$ cat src/rtl/seg7_scan_driver.sv
// Multiplexed hex 7-segment scan driver with per-digit blanking gap.
// Optional build macro SEG_LZ_SUPPRESS_EN enables leading-zero suppression.
module seg7_scan_driver #(
    parameter int DIGITS         = 8,
    parameter int BLANK_CYC      = 4,
    parameter int AN_ACTIVE_LOW  = 1,
    parameter int SEG_ACTIVE_LOW = 1
) (
    input  logic                  clk,
    input  logic                  rst_n,
    input  logic                  scan_tick,
    input  logic [4*DIGITS-1:0]   data_in,
    input  logic [DIGITS-1:0]     dp_in,
    output logic [DIGITS-1:0]     an,
    output logic [6:0]            seg,
    output logic                  dp,
    output logic                  frame_start
);

    localparam int IW = (DIGITS > 1) ? $clog2(DIGITS) : 1;
    localparam int CW = (BLANK_CYC > 0) ? $clog2(BLANK_CYC + 1) : 1;

    localparam logic [IW-1:0] IDX_LAST = IW'(DIGITS - 1);
    localparam logic [CW-1:0] CNT_LOAD = CW'(BLANK_CYC);

    localparam logic [DIGITS-1:0] AN_OFF  =
        (AN_ACTIVE_LOW != 0) ? {DIGITS{1'b1}} : {DIGITS{1'b0}};
    localparam logic [6:0]        SEG_OFF =
        (SEG_ACTIVE_LOW != 0) ? 7'h7F : 7'h00;
    localparam logic              DP_OFF  =
        (SEG_ACTIVE_LOW != 0) ? 1'b1 : 1'b0;

    typedef enum logic {
        BLANK = 1'b0,
        SHOW  = 1'b1
    } state_t;

    state_t                state_q;
    state_t                state_nx;
    logic [IW-1:0]         idx_q;
    logic [IW-1:0]         idx_nx;
    logic [CW-1:0]         cnt_q;
    logic [CW-1:0]         cnt_nx;
    logic                  load_frame;

    logic [4*DIGITS-1:0]   sh_data_q;
    logic [DIGITS-1:0]     sh_dp_q;
    logic [4*DIGITS-1:0]   sh_data_nx;
    logic [DIGITS-1:0]     sh_dp_nx;

    logic                  suppress;
    logic [3:0]            cur_nib;
    logic                  cur_dp;

    logic [DIGITS-1:0]     an_on;
    logic [6:0]            seg_on;
    logic                  dp_on;

    logic [DIGITS-1:0]     an_d;
    logic [6:0]            seg_d;
    logic                  dp_d;

    // Active-high {g..a} pattern for one hex nibble.
    function automatic logic [6:0] hex7(input logic [3:0] v);
        logic [6:0] r;
        r = 7'b0000000;
        unique case (v)
            4'h0: r = 7'b0111111;
            4'h1: r = 7'b0000110;
            4'h2: r = 7'b1011011;
            4'h3: r = 7'b1001111;
            4'h4: r = 7'b1100110;
            4'h5: r = 7'b1101101;
            4'h6: r = 7'b1111101;
            4'h7: r = 7'b0000111;
            4'h8: r = 7'b1111111;
            4'h9: r = 7'b1101111;
            4'hA: r = 7'b1110111;
            4'hB: r = 7'b1111100;
            4'hC: r = 7'b0111001;
            4'hD: r = 7'b1011110;
            4'hE: r = 7'b1111001;
            4'hF: r = 7'b1110001;
        endcase
        return r;
    endfunction

    // Scan sequencing: count down the gap, then hold a digit until the next tick.
    always_comb begin
        state_nx   = state_q;
        idx_nx     = idx_q;
        cnt_nx     = cnt_q;
        load_frame = 1'b0;
        unique case (state_q)
            BLANK: begin
                if (cnt_q == '0) begin
                    state_nx   = SHOW;
                    load_frame = (idx_q == '0);
                end else begin
                    cnt_nx = cnt_q - 1'b1;
                end
            end
            SHOW: begin
                if (scan_tick) begin
                    state_nx = BLANK;
                    idx_nx   = (idx_q == IDX_LAST) ? '0 : idx_q + 1'b1;
                    cnt_nx   = CNT_LOAD;
                end
            end
        endcase
    end

    // A frame snapshot is taken as digit 0 lights up, so the whole
    // frame shows one coherent value even if the bus moves mid-scan.
    always_comb begin
        sh_data_nx = sh_data_q;
        sh_dp_nx   = sh_dp_q;
        if (load_frame) begin
            sh_data_nx = data_in;
            sh_dp_nx   = dp_in;
        end
    end

`ifdef SEG_LZ_SUPPRESS_EN
    logic [DIGITS-1:0] tail_zero;

    // tail_zero[i]: every digit from i upward is a bare zero.
    always_comb begin
        logic acc;
        acc       = 1'b1;
        tail_zero = '0;
        for (int i = DIGITS - 1; i >= 0; i--) begin
            acc = acc
                & (sh_data_nx[4*i +: 4] == 4'h0)
                & ~sh_dp_nx[i];
            tail_zero[i] = acc;
        end
    end

    // Digit 0 is never suppressed so a zero value still shows "0".
    always_comb begin
        suppress = (idx_nx != '0) && tail_zero[idx_nx];
    end
`else
    // All digits are always shown.
    always_comb begin
        suppress = 1'b0;
    end
`endif

    // Select the nibble and decimal point of the digit about to be shown.
    always_comb begin
        cur_nib = sh_data_nx[4*int'(idx_nx) +: 4];
        cur_dp  = sh_dp_nx[idx_nx];
    end

    // Active-high view of the next output, built from next-state values
    // so outputs move on the same edge as the state register.
    always_comb begin
        an_on  = '0;
        seg_on = 7'b0000000;
        dp_on  = 1'b0;
        if ((state_nx == SHOW) && !suppress) begin
            an_on  = {{(DIGITS-1){1'b0}}, 1'b1} << idx_nx;
            seg_on = hex7(cur_nib);
            dp_on  = cur_dp;
        end
    end

    // Board polarity is applied last.
    always_comb begin
        an_d  = (AN_ACTIVE_LOW != 0) ? ~an_on : an_on;
        seg_d = (SEG_ACTIVE_LOW != 0) ? ~seg_on : seg_on;
        dp_d  = (SEG_ACTIVE_LOW != 0) ? ~dp_on : dp_on;
    end

    // FSM, digit index, gap counter and frame shadow registers.
    always_ff @(posedge clk or negedge rst_n) begin
        if (!rst_n) begin
            state_q   <= BLANK;
            idx_q     <= '0;
            cnt_q     <= CNT_LOAD;
            sh_data_q <= '0;
            sh_dp_q   <= '0;
        end else begin
            state_q   <= state_nx;
            idx_q     <= idx_nx;
            cnt_q     <= cnt_nx;
            sh_data_q <= sh_data_nx;
            sh_dp_q   <= sh_dp_nx;
        end
    end

    // Registered display lines; nothing reaches the pins combinationally.
    always_ff @(posedge clk or negedge rst_n) begin
        if (!rst_n) begin
            an          <= AN_OFF;
            seg         <= SEG_OFF;
            dp          <= DP_OFF;
            frame_start <= 1'b0;
        end else begin
            an          <= an_d;
            seg         <= seg_d;
            dp          <= dp_d;
            frame_start <= load_frame;
        end
    end

endmodule

$ cat config.mk
export PLATFORM = sky130hd
export DESIGN_NAME = seg7_scan_driver
export DESIGN_NICKNAME = d
export VERILOG_FILES = /design/src/rtl/seg7_scan_driver.sv
export SDC_FILE = /design/constraint.sdc
export NUM_CORES = 1
export LEC_CHECK = 0
export CAP_MARGIN = 20
export CORE_MARGIN = 2
export CORE_UTILIZATION = 55
export CTS_CLUSTER_DIAMETER = 150
export DETAILED_ROUTE_END_ITERATION = 8
export PLACE_DENSITY = 0.89
export SETUP_SLACK_MARGIN = 0.1
export SLEW_MARGIN = 20
export SYNTH_ARGS = -nofsm -noshare
export SYNTH_HDL_FRONTEND = slang
export SYNTH_SLANG_ARGS = --single-unit
export TNS_END_PERCENT = 30
$ cat constraint.sdc
create_clock -name clk -period 5 [get_ports clk]
set_input_delay 1.5 -clock clk [delete_from_list [all_inputs] [get_ports clk]]
set_output_delay 1.5 -clock clk [all_outputs]
set_load 0.01 [all_outputs]
==> flow_summary.yaml <==
floorplanning:
  die-area_sq_mm: 0.00647
  core_sq_mm: 0.00557
  chipHeight_um: 80.5
  die_x_um: 80.5
  pin_count: 60
  initial_core_util_pct: 57.7
  num_rows: 27
grt:
  antenna_found_initial: 0
  grt_max_degree: 42
  grt_pass1_wl_um: 11200
  overflow: 0
  grt_pass1_vias: 2438
  grt_use_total_pct: 22.9
run_status:
  status: "complete, no violations"
synthesis:
  yosysSeqAreaShare_pct: 50.5
  synthTopCellsByArea: "dfrtp_1, dfstp_2, nand2_1"
  syn_nets: 345
  ys_seq_elements: 64
  synth_warnings: 0
  synth_ff_type: "dfrtp_1"
  yosys.cell_types.count: 55
  synth_edf_count: 0
  syn_avg_cell_area_sq_um: 11.1
  synth_commonest_cells: "nand2_1, dfrtp_1, mux2_2, mux2i_1, dfstp_2"
  synth_top_area_share_pct: 36.6
  synth_area_sq_mm: 0.00322
  yosys.area.top_type: "dfrtp_1"
  syn_inst: 291
  synth_most_common_cell: "nand2_1"
  async_reset_ff_share_pct: 100
routing:
  vias: 2359
  drt_iter0_drc: 115
  wl_per_cell_um: 15.5
  via_per_inst: 5.45
  routed_wl_um: 6690
  firstDrtPassIters: 4
  ant_nets: 0
  drc: 0
sta:
  rsz0062_at_grt: "no"
  slew_violations: 0
  tightest_slew_ps: 706
  fin_tns_setup_ps: 0
  setup_violations: 0
  max_freq_mhz: 219
  timing.final.ws_setup_ps: 439
  hold_violations: 0
  period_share_pct: 91.2
  slew-limit-headroom_pct: 51.9
  period_needed_ps: 4560
  finalClockSkew_ps: 8.39
final_layout:
  fin_util_pct: 72.7
  seq_area_sq_mm: 0.00162
  fill_cells: 407
  synthToLayoutAreaGrowth_pct: 26.0
  fin_area_sq_mm: 0.00405
  antenna_cells: 0
  drive_gt1_share_pct: 22.4
  multi_input_area_sq_mm: 0.00142
  finalNetCount: 410
place:
  port_buffers: 59
  place_ws_ps: 144
  gp_congestion: 0.872
  place_area_sq_mm: 0.00383
  hpwl_um: 5030
worst_setup_path:
  worstSetupEndpointType: "flip-flop"
  cp-start-kind: "input port"
  crit_required_ps: 5270
  crit_type: "input port to flip-flop"
  path_max_fanout: 17
  worstPathArrival_ps: 4830
clock_network:
  clock-root-buffer: "clkbuf_8"
  postCtsHoldBufs: 0
  cts_tree: "built"
  cts_sinks: 64
  htree_levels: 3
  worstSkewPairLatency_ps: 340
  clkTransAtPathRegs_ps: 70
  post_cts_buffers: 0
  cts_buffers: 9
  post_cts_resize_count: 0
  clockBufferDepth: 2
power:
  p_total_w: 0.00291
  p_leak_nw: 1.81
  power_density_mw_per_mm2: 718
  ir_drop_mv: 0.334
job:
  max_cap_viol_count: 0
min_path:
  min_path_type: "flip-flop to flip-flop"
[power by group]
group / switching (W) / internal, W
logic: 0.000893 / 0.000675
clock network: 0.000205 / 0.000281
registers: 0.0000890 / 0.000767
[final timing paths]
path | cells past startpoint | from | to | slack, ps
max | 12 | scan_tick | seg[1] | 440
min | 2 | sh_data_q[20] | sh_data_q[20] | 480
max reg2reg | 15 | cnt_q[0] | seg[1] | 1390
min reg2reg | 2 | sh_data_q[20] | sh_data_q[20] | 480
max in group asynchronous | 2 | rst_n | seg[0] | 2970
min in group asynchronous | 1 | rst_n | sh_dp_q[0] | 1120
[layout make-up]
type / instances / share of cell area [%]
Tap cell: 72 / 2.22
Timing Repair Buffer: 64 / 15.4
Clock buffer: 9 / 3.06
Clock inverter: 7 / 2.35
Sequential cell: 64 / 40.0
Multi-Input combinational cell: 197 / 35.0
Inverter: 20 / 1.98
[state kept, by name, indices dropped and copies added (netlist names)]
name,flops
an,8
cnt_q,3
dp,1
frame_start,1
idx_q,3
seg,7
sh_data_q,32
sh_dp_q,8
state_q,1
[per-stage QoR]
step	instances	hold slack [ps]
final	433	478
after global routing	433	499
after detailed placement	417	463
after floorplan	291	439
after CTS	433	480
after global placement	417	453
[routing by layer]
metal	vias to the layer above	GRT usage (%)	share of wire (%)
li1	1141	-	-
met1	1140	27.7	43
met2	65	39.1	50
met3	13	3.82	4.2
met4	0	12.2	2.8
met5	-	0	0
[cells by family after synthesis]
| family | after synthesis | share of synthesized area, % |
|---|---|---|
| and+or+nand+nor | 100 | 13.5 |
| DFF | 64 | 50.5 |
| muxes | 43 | 14.7 |
| AOI/OAI and AO/OA | 42 | 11.2 |
| buffers and inverters | 30 | 5.45 |
| adders and majority gates | 11 | 4.28 |
| xor gates and xnor gates | 1 | 0.272 |
[critical path, stage by stage]
cell	delay, ps
clkdlybuf4s50_1	530
nand2_2	130
mux2i_4	340
nor2_1	460
a221oi_1	230
a32o_1	270
a221oi_2	400
inv_1	200
ha_1	320
inv_1	60
mux2_2	260
o21ai_1	130
[cells in the final DEF, fill, tap and decap left out, types with 4 or more instances in the layout]
master | netlist | final
dfstp_2 | 17 | 17
nor2_1 | 12 | 12
ha_1 | 11 | 11
nand2_1 | 67 | 67
a21oi_1 | 4 | 4
mux2i_1 | 20 | 20
clkbuf_8 | 0 | 9
mux2_2 | 21 | 21
nand3_1 | 4 | 4
clkdlybuf4s50_1 | 0 | 58
o21ai_0 | 4 | 4
nand2b_1 | 4 | 4
dfrtp_1 | 47 | 47
inv_1 | 16 | 16
buf_4 | 0 | 5
Note: power is estimated with default switching activity, not from simulation.
